`src/rtl/hk_spi_arbiter_if.sv`:
```
// Requester-side and SPI-master-side signals of the housekeeping SPI arbiter.
// The slave modport is the arbiter's view; master is the surrounding block's view.
interface hk_spi_arbiter_if #(
  parameter int NREQ = 2
);
  logic [NREQ-1:0]    req_i;
  logic [NREQ*16-1:0] wr_h_i;
  logic [NREQ*16-1:0] wr_l_i;
  logic [NREQ-1:0]    gnt_o;
  logic [NREQ-1:0]    done_o;
  logic               err_o;
  logic [15:0]        rd_o;
  logic               err_sts_o;
  logic               err_clr_i;
  logic               spi_start_o;
  logic [15:0]        spi_wr_h_o;
  logic [15:0]        spi_wr_l_o;
  logic [15:0]        spi_rd_l_i;
  logic               spi_busy_i;

  modport slave (
    input  req_i, wr_h_i, wr_l_i, err_clr_i, spi_rd_l_i, spi_busy_i,
    output gnt_o, done_o, err_o, rd_o, err_sts_o, spi_start_o, spi_wr_h_o, spi_wr_l_o
  );

  modport master (
    output req_i, wr_h_i, wr_l_i, err_clr_i, spi_rd_l_i, spi_busy_i,
    input  gnt_o, done_o, err_o, rd_o, err_sts_o, spi_start_o, spi_wr_h_o, spi_wr_l_o
  );
endinterface

```
`src/rtl/hk_spi_arbiter.sv`:
```
// Round-robin arbiter sharing one housekeeping SPI master between NREQ requesters,
// with busy-rise and transfer timeouts and a done/error handshake per transaction.
module hk_spi_arbiter #(
  parameter int NREQ     = 2,
  parameter int BSY_TMO  = 16,
  parameter int XFER_TMO = 16384,
  parameter int TW       = 15
) (
  input  logic              clk_i,
  input  logic              rstn_i,
  hk_spi_arbiter_if.slave   bus
);

  localparam int            PW        = (NREQ > 1) ? $clog2(NREQ) : 1;
  localparam logic [TW-1:0] BSY_LAST  = TW'(BSY_TMO - 1);
  localparam logic [TW-1:0] XFER_LAST = TW'(XFER_TMO - 1);
  localparam logic [PW-1:0] PTR_RST   = PW'(NREQ - 1);

  typedef enum logic [2:0] {IDLE, START, WBSY, WXFER, DONE} state_e;

  state_e          state_q, state_d;
  logic [TW-1:0]   cnt_q, cnt_d;
  logic [PW-1:0]   ptr_q, win, cand;
  logic [NREQ-1:0] mask_q, elig, win_oh, gnt_q, done_q;
  logic            found, grant, fin, tmo;
  logic            start_q, err_q, err_sts_q;
  logic [15:0]     rd_q, wr_h_q, wr_l_q;

  // Search upward from the requester after the last winner, wrapping to 0.
  always_comb begin
    elig   = bus.req_i & ~mask_q;
    found  = 1'b0;
    win    = ptr_q;
    cand   = '0;
    win_oh = '0;
    for (int i = 1; i <= NREQ; i++) begin
      cand = PW'((int'(ptr_q) + i) % NREQ);
      if (!found && elig[cand]) begin
        found = 1'b1;
        win   = cand;
      end
    end
    win_oh[win] = 1'b1;
  end

  always_comb begin
    state_d = state_q;
    cnt_d   = cnt_q;
    grant   = 1'b0;
    fin     = 1'b0;
    tmo     = 1'b0;
    case (state_q)
      IDLE: begin
        // An aborted transfer leaves the SPI master running; hold off until it idles.
        if (found && !bus.spi_busy_i) begin
          grant   = 1'b1;
          state_d = START;
        end
      end
      START: begin
        cnt_d   = '0;
        state_d = WBSY;
      end
      WBSY: begin
        if (bus.spi_busy_i) begin
          cnt_d   = '0;
          state_d = WXFER;
        end else if (cnt_q == BSY_LAST) begin
          fin     = 1'b1;
          tmo     = 1'b1;
          state_d = DONE;
        end else begin
          cnt_d = cnt_q + TW'(1);
        end
      end
      WXFER: begin
        if (!bus.spi_busy_i) begin
          fin     = 1'b1;
          state_d = DONE;
        end else if (cnt_q == XFER_LAST) begin
          fin     = 1'b1;
          tmo     = 1'b1;
          state_d = DONE;
        end else begin
          cnt_d = cnt_q + TW'(1);
        end
      end
      DONE:    state_d = IDLE;
      default: state_d = IDLE;
    endcase
  end

  always_ff @(posedge clk_i or negedge rstn_i) begin
    if (!rstn_i) begin
      state_q <= IDLE;
      cnt_q   <= '0;
    end else begin
      state_q <= state_d;
      cnt_q   <= cnt_d;
    end
  end

  // Handshake outputs are registered on the edge entering DONE so they coincide with it.
  always_ff @(posedge clk_i or negedge rstn_i) begin
    if (!rstn_i) begin
      ptr_q     <= PTR_RST;
      mask_q    <= '0;
      gnt_q     <= '0;
      done_q    <= '0;
      err_q     <= 1'b0;
      err_sts_q <= 1'b0;
      start_q   <= 1'b0;
      rd_q      <= '0;
      wr_h_q    <= '0;
      wr_l_q    <= '0;
    end else begin
      start_q <= (state_q == START);
      done_q  <= fin ? gnt_q : '0;
      err_q   <= fin & tmo;
      if (fin && !tmo) rd_q <= bus.spi_rd_l_i;
      if (fin && tmo) err_sts_q <= 1'b1;
      else if (bus.err_clr_i) err_sts_q <= 1'b0;
      if (state_q == DONE) mask_q <= gnt_q;
      else if (state_q == IDLE) mask_q <= '0;
      if (grant) begin
        gnt_q  <= win_oh;
        ptr_q  <= win;
        wr_h_q <= bus.wr_h_i[16*win +: 16];
        wr_l_q <= bus.wr_l_i[16*win +: 16];
      end else if (state_q == DONE) begin
        gnt_q <= '0;
      end
    end
  end

  assign bus.gnt_o       = gnt_q;
  assign bus.done_o      = done_q;
  assign bus.err_o       = err_q;
  assign bus.rd_o        = rd_q;
  assign bus.err_sts_o   = err_sts_q;
  assign bus.spi_start_o = start_q;
  assign bus.spi_wr_h_o  = wr_h_q;
  assign bus.spi_wr_l_o  = wr_l_q;

endmodule

```
`src/flat_wrapper.sv`:
```
// flat-port wrapper written by rule: the top's interface ports become plain ports
module hk_spi_arbiter_flat 
#(
  parameter int NREQ     = 2,
  parameter int BSY_TMO  = 16,
  parameter int XFER_TMO = 16384,
  parameter int TW       = 15
)
  (clk_i, rstn_i, bus_req_i, bus_wr_h_i, bus_wr_l_i, bus_err_clr_i, bus_spi_rd_l_i, bus_spi_busy_i, bus_gnt_o, bus_done_o, bus_err_o, bus_rd_o, bus_err_sts_o, bus_spi_start_o, bus_spi_wr_h_o, bus_spi_wr_l_o);
  hk_spi_arbiter_if #(.NREQ(NREQ)) bus_i ();
  input  logic clk_i;
  input  logic rstn_i;
  input wire logic [$bits(bus_i.req_i)-1:0] bus_req_i;
  input wire logic [$bits(bus_i.wr_h_i)-1:0] bus_wr_h_i;
  input wire logic [$bits(bus_i.wr_l_i)-1:0] bus_wr_l_i;
  input wire logic [$bits(bus_i.err_clr_i)-1:0] bus_err_clr_i;
  input wire logic [$bits(bus_i.spi_rd_l_i)-1:0] bus_spi_rd_l_i;
  input wire logic [$bits(bus_i.spi_busy_i)-1:0] bus_spi_busy_i;
  output wire logic [$bits(bus_i.gnt_o)-1:0] bus_gnt_o;
  output wire logic [$bits(bus_i.done_o)-1:0] bus_done_o;
  output wire logic [$bits(bus_i.err_o)-1:0] bus_err_o;
  output wire logic [$bits(bus_i.rd_o)-1:0] bus_rd_o;
  output wire logic [$bits(bus_i.err_sts_o)-1:0] bus_err_sts_o;
  output wire logic [$bits(bus_i.spi_start_o)-1:0] bus_spi_start_o;
  output wire logic [$bits(bus_i.spi_wr_h_o)-1:0] bus_spi_wr_h_o;
  output wire logic [$bits(bus_i.spi_wr_l_o)-1:0] bus_spi_wr_l_o;
  assign bus_i.req_i = bus_req_i;
  assign bus_i.wr_h_i = bus_wr_h_i;
  assign bus_i.wr_l_i = bus_wr_l_i;
  assign bus_i.err_clr_i = bus_err_clr_i;
  assign bus_i.spi_rd_l_i = bus_spi_rd_l_i;
  assign bus_i.spi_busy_i = bus_spi_busy_i;
  assign bus_gnt_o = bus_i.gnt_o;
  assign bus_done_o = bus_i.done_o;
  assign bus_err_o = bus_i.err_o;
  assign bus_rd_o = bus_i.rd_o;
  assign bus_err_sts_o = bus_i.err_sts_o;
  assign bus_spi_start_o = bus_i.spi_start_o;
  assign bus_spi_wr_h_o = bus_i.spi_wr_h_o;
  assign bus_spi_wr_l_o = bus_i.spi_wr_l_o;
  hk_spi_arbiter #(.NREQ(NREQ), .BSY_TMO(BSY_TMO), .XFER_TMO(XFER_TMO), .TW(TW)) u_core (.clk_i(clk_i), .rstn_i(rstn_i), .bus(bus_i));
endmodule
```
`config.mk`:
```
export PLATFORM = sky130hd
export DESIGN_NAME = hk_spi_arbiter_flat
export DESIGN_NICKNAME = d
export VERILOG_FILES = /design/src/rtl/hk_spi_arbiter_if.sv /design/src/rtl/hk_spi_arbiter.sv /design/src/flat_wrapper.sv
export SDC_FILE = /design/constraint.sdc
export NUM_CORES = 1
export LEC_CHECK = 0
export BUFFER_PORTS_ARGS = -buffer_cell sky130_fd_sc_hd__buf_2
export CAP_MARGIN = 20
export CORE_ASPECT_RATIO = 1.5
export CORE_MARGIN = 3
export CORE_UTILIZATION = 50
export CTS_BUF_LIST = sky130_fd_sc_hd__clkbuf_4 sky130_fd_sc_hd__clkbuf_8
export CTS_CLUSTER_SIZE = 10
export DETAILED_ROUTE_END_ITERATION = 7
export PLACE_DENSITY = 0.82
export SYNTH_ARGS = -nofsm -noshare
export SYNTH_HDL_FRONTEND = slang
export SYNTH_SLANG_ARGS = --single-unit
```
`constraint.sdc`:
```
create_clock -name clk_i -period 2.55 [get_ports clk_i]
set_clock_uncertainty 0.15 [all_clocks]
set_input_delay 0 -clock clk_i [delete_from_list [all_inputs] [get_ports clk_i]]
set_output_delay 0 -clock clk_i [all_outputs]
set_load 0.03 [all_outputs]
```
==> impl_metrics.tcl <==
set metrics [dict create \
    outcome "finished, final reports clean" \
    slowest_delay_ns 0.58 \
    cts_setup_buffers 0 \
    coreArea_mm2 0.006898 \
    internal_power_mw 3.766 \
    end_kind "flop" \
    initial_core_util_pct 51.91 \
    mostFrequentLayoutCells "139 x buf_2, 83 x dlygate4sd3_1, 75 x dfrtp_1" \
    synth_edf_count 0 \
    min-delay-path-class "input pin to flop" \
    avgSynthCellArea_um2 10.35 \
    synth_fp_nets 433 \
    cts-root-buf "clkbuf_8" \
    grt_pass1_vias 4121 \
    num_vias 3973 \
    crit_path_top_delay_cell "dfstp_2" \
    area_delta_synth_final_pct 52.69 \
    cts.sinks 76 \
    die_h_um 109.6 \
    r2r-end "u_core.bus.spi_wr_h_o[14]" \
    htreeDepth 3 \
    max_freq_mhz 407.6 \
    combPwrFrac_pct 51.8 \
    path_delay_family "buffers and inverters" \
    drc 0 \
    setup_viol 0 \
    grtUsageTotal_pct 34.67 \
    path_clk_slew_ns 0.08 \
    synthArstFlopShare_pct 100.0 \
    r2r_cells 6 \
    tns_ns 0 \
    die_area_mm2 0.008234 \
    switching_share_pct 44.75 \
    crit_arrival_ns 2.52 \
    startpoint_type "flop" \
    layout_commonest_cell "buf_2" \
    max_cap_violations 0 \
    viasPerCell 6.112 \
    ys.flop_type "dfrtp_1" \
    slew_headroom_pct 36.51 \
    rows 37 \
    n_antenna_cell 0 \
    io_buffer_count 140 \
    syn_area_mm2 0.003581 \
    period_minus_slack_ns 2.453 \
    hold_path_startpoint "bus_req_i[0]" \
    drtAntennaViolNets 0 \
    drive_gt1_share_pct 32.34 \
    grt_pass1_wl_um 21060 \
    worstPathRequired_ns 2.62 \
    r2r-start "u_core.ptr_q" \
    timing_hold_violations_final 0 \
    first_pass_iters 5 \
    yosysWarnings 0 \
    hold_depth 4 \
    vdd_drop_max_mv 0.8083 \
    finish.utilization_pct 79.27 \
    crit_buf_inv 2 \
    die_w_um 75.10 \
    synthDistinctLibCells 37 \
    num-nets-final 655 \
    syn_inst 346 \
    dpl.hpwl_um 6528 \
    leakage_nw 2.629 \
    clkPwrFrac_pct 17.8 \
    crit_chain "nor3b_1 > a21oi_4 > buf_12 > mux2i_1 > dlygate4sd3_1 > a21oi_1" \
    r2r_slack_ns 0.1 \
    path_class "flop to flop" \
    min_to "u_core.ptr_q" \
    worstPathMaxFanout 16 \
    wl_um 13820 \
    dr.first_iter.drc_count 442 \
    worst_pin_slew_ns 0.9524 \
    p_seq_share_pct 30.5 \
    slew_violations 0 \
    post-route-period-util_pct 96.20 \
    p_per_area_mw_per_mm2 1247 \
    cts_buffers 9 \
    cts_tree "yes" \
    grt_max_degree 77 \
    switchingPower_mw 3.050 \
    ios 141 \
    clk_path_buf_depth 2 \
    routabilityCongestion 0.8864 \
    wl_per_cell_um 21.26 \
    clk_latency_ns 0.35 \
    grt_antenna_before_repair 0 \
    ys_seq_area_share_pct 53.14 \
    ys_ff_latch 76 \
    overflow 0 \
    rsz0062_at_grt "no" \
]
## power by group through the flow
stage          Clock (mW)  Combinational, mW  Sequential (mW)
6_report             1.21               3.53             2.08
5_1_grt              1.26               3.71             2.10
4_1_cts              1.19               3.23             1.98
3_5_place_dp            0               2.92             1.99
3_3_place_gp            0               2.83             1.96
2_1_floorplan           0               1.27             2.77
## synth_stat cells, types with 2 or more instances
cell type / instances / area share (%)
nand4_1: 6 / 1.0
nand3_1: 4 / 0.56
a21oi_1: 47 / 6.6
nor4_1: 9 / 1.6
mux2_2: 16 / 5.0
nand2_1: 13 / 1.4
nor3_1: 6 / 0.84
a21o_1: 2 / 0.42
nor2b_1: 2 / 0.35
a31oi_1: 2 / 0.35
and2_1: 3 / 0.52
buf_2: 10 / 1.4
mux2i_1: 32 / 8.9
o21ai_0: 22 / 3.1
clkbuf_1: 5 / 0.52
dfrtp_1: 75 / 52
nor2_1: 59 / 6.2
nand2b_1: 3 / 0.52
o31ai_1: 4 / 0.84
inv_1: 5 / 0.52
nand4b_1: 2 / 0.49
buf_6: 4 / 1.3
## cell type report
class / count / area (um^2)
flip-flops and latches: 76 / 1903
inverters: 5 / 18.77
clock inverters: 5 / 125.1
fillers: 360 / 1430
clock buffers: 10 / 131.4
repair buffers: 231 / 1649
multi-input cells: 245 / 1543
well taps: 78 / 97.59
## state kept, by name, indices dropped and copies added (netlist names)
register / cells
u_core.cnt_q: 15
u_core.bus.err_sts_o: 1
u_core.bus.spi_start_o: 1
u_core.bus.done_o: 2
u_core.bus.spi_wr_l_o: 16
u_core.bus.spi_wr_h_o: 16
u_core.bus.rd_o: 16
u_core.mask_q: 2
u_core.bus.gnt_o: 2
u_core.ptr_q: 1
u_core.bus.err_o: 1
u_core.state_q: 3
## worst max path at each step
stage,slack (ns),cells past startpoint,end,startpoint
4_1_cts,0.24,6,u_core.cnt_q[1],u_core.cnt_q[0]
5_1_grt,0.02,6,u_core.bus.spi_wr_h_o[14],u_core.mask_q[1]
3_5_place_dp,0.30,6,u_core.cnt_q[12],u_core.cnt_q[0]
2_1_floorplan,0.57,6,u_core.cnt_q[12],u_core.cnt_q[0]
6_report,0.1,6,u_core.bus.spi_wr_h_o[14],u_core.ptr_q
3_3_place_gp,0.39,6,u_core.cnt_q[12],u_core.cnt_q[0]
## per-stage QoR
step | hold WS [ns] | setup slack (ns) | cells | power [mW] | area (um^2)
floorplan | -0.4456 | 0.5723 | 346 | 4.039 | 3581
global placement | 0.04248 | 0.3900 | 551 | 4.789 | 4355
detailed placement | 0.04529 | 0.2974 | 551 | 4.909 | 4355
CTS | 0.01829 | 0.2420 | 649 | 6.402 | 5443
global route | 0.1084 | 0.01586 | 650 | 7.082 | 5468
finish | 0.1024 | 0.09682 | 650 | 6.816 | 5468
## layer usage
layer	share of wire, %	track usage (%)	vias up
met5	0	0	-
met4	5.3	16.79	0
met3	7.4	8.234	85
met2	53	59.91	291
met1	35	39.14	1917
li1	-	-	1680
## worst reg2reg max path, delay by kind of cell (launching register included)
| kind | cells | cell delay [ns] |
|---|---|---|
| AND/OR/NAND/NOR | 1 | 0.09 |
| buffers and inverters | 2 | 0.79 |
| flip-flops | 1 | 0.58 |
| multiplexers | 1 | 0.12 |
| AO/OA/AOI/OAI | 2 | 0.60 |
## what timing repair did
action	in CTS	in global routing
resized for setup	0	0
hold endpoints to repair	126	0
endpoints found under the setup margin	0	1
hold buffers	83	0
## kinds of logic after synthesis
family	after synthesis	synth area share [%]
AO/OA/AOI/OAI	85	13.70
AND/OR/NAND/NOR	111	14.57
multiplexers	48	13.98
adder cells (fa/ha/maj)	1	0.3494
flip-flops	76	53.14
buffers and inverters	25	4.263
(Power assumes the default switching activity.)
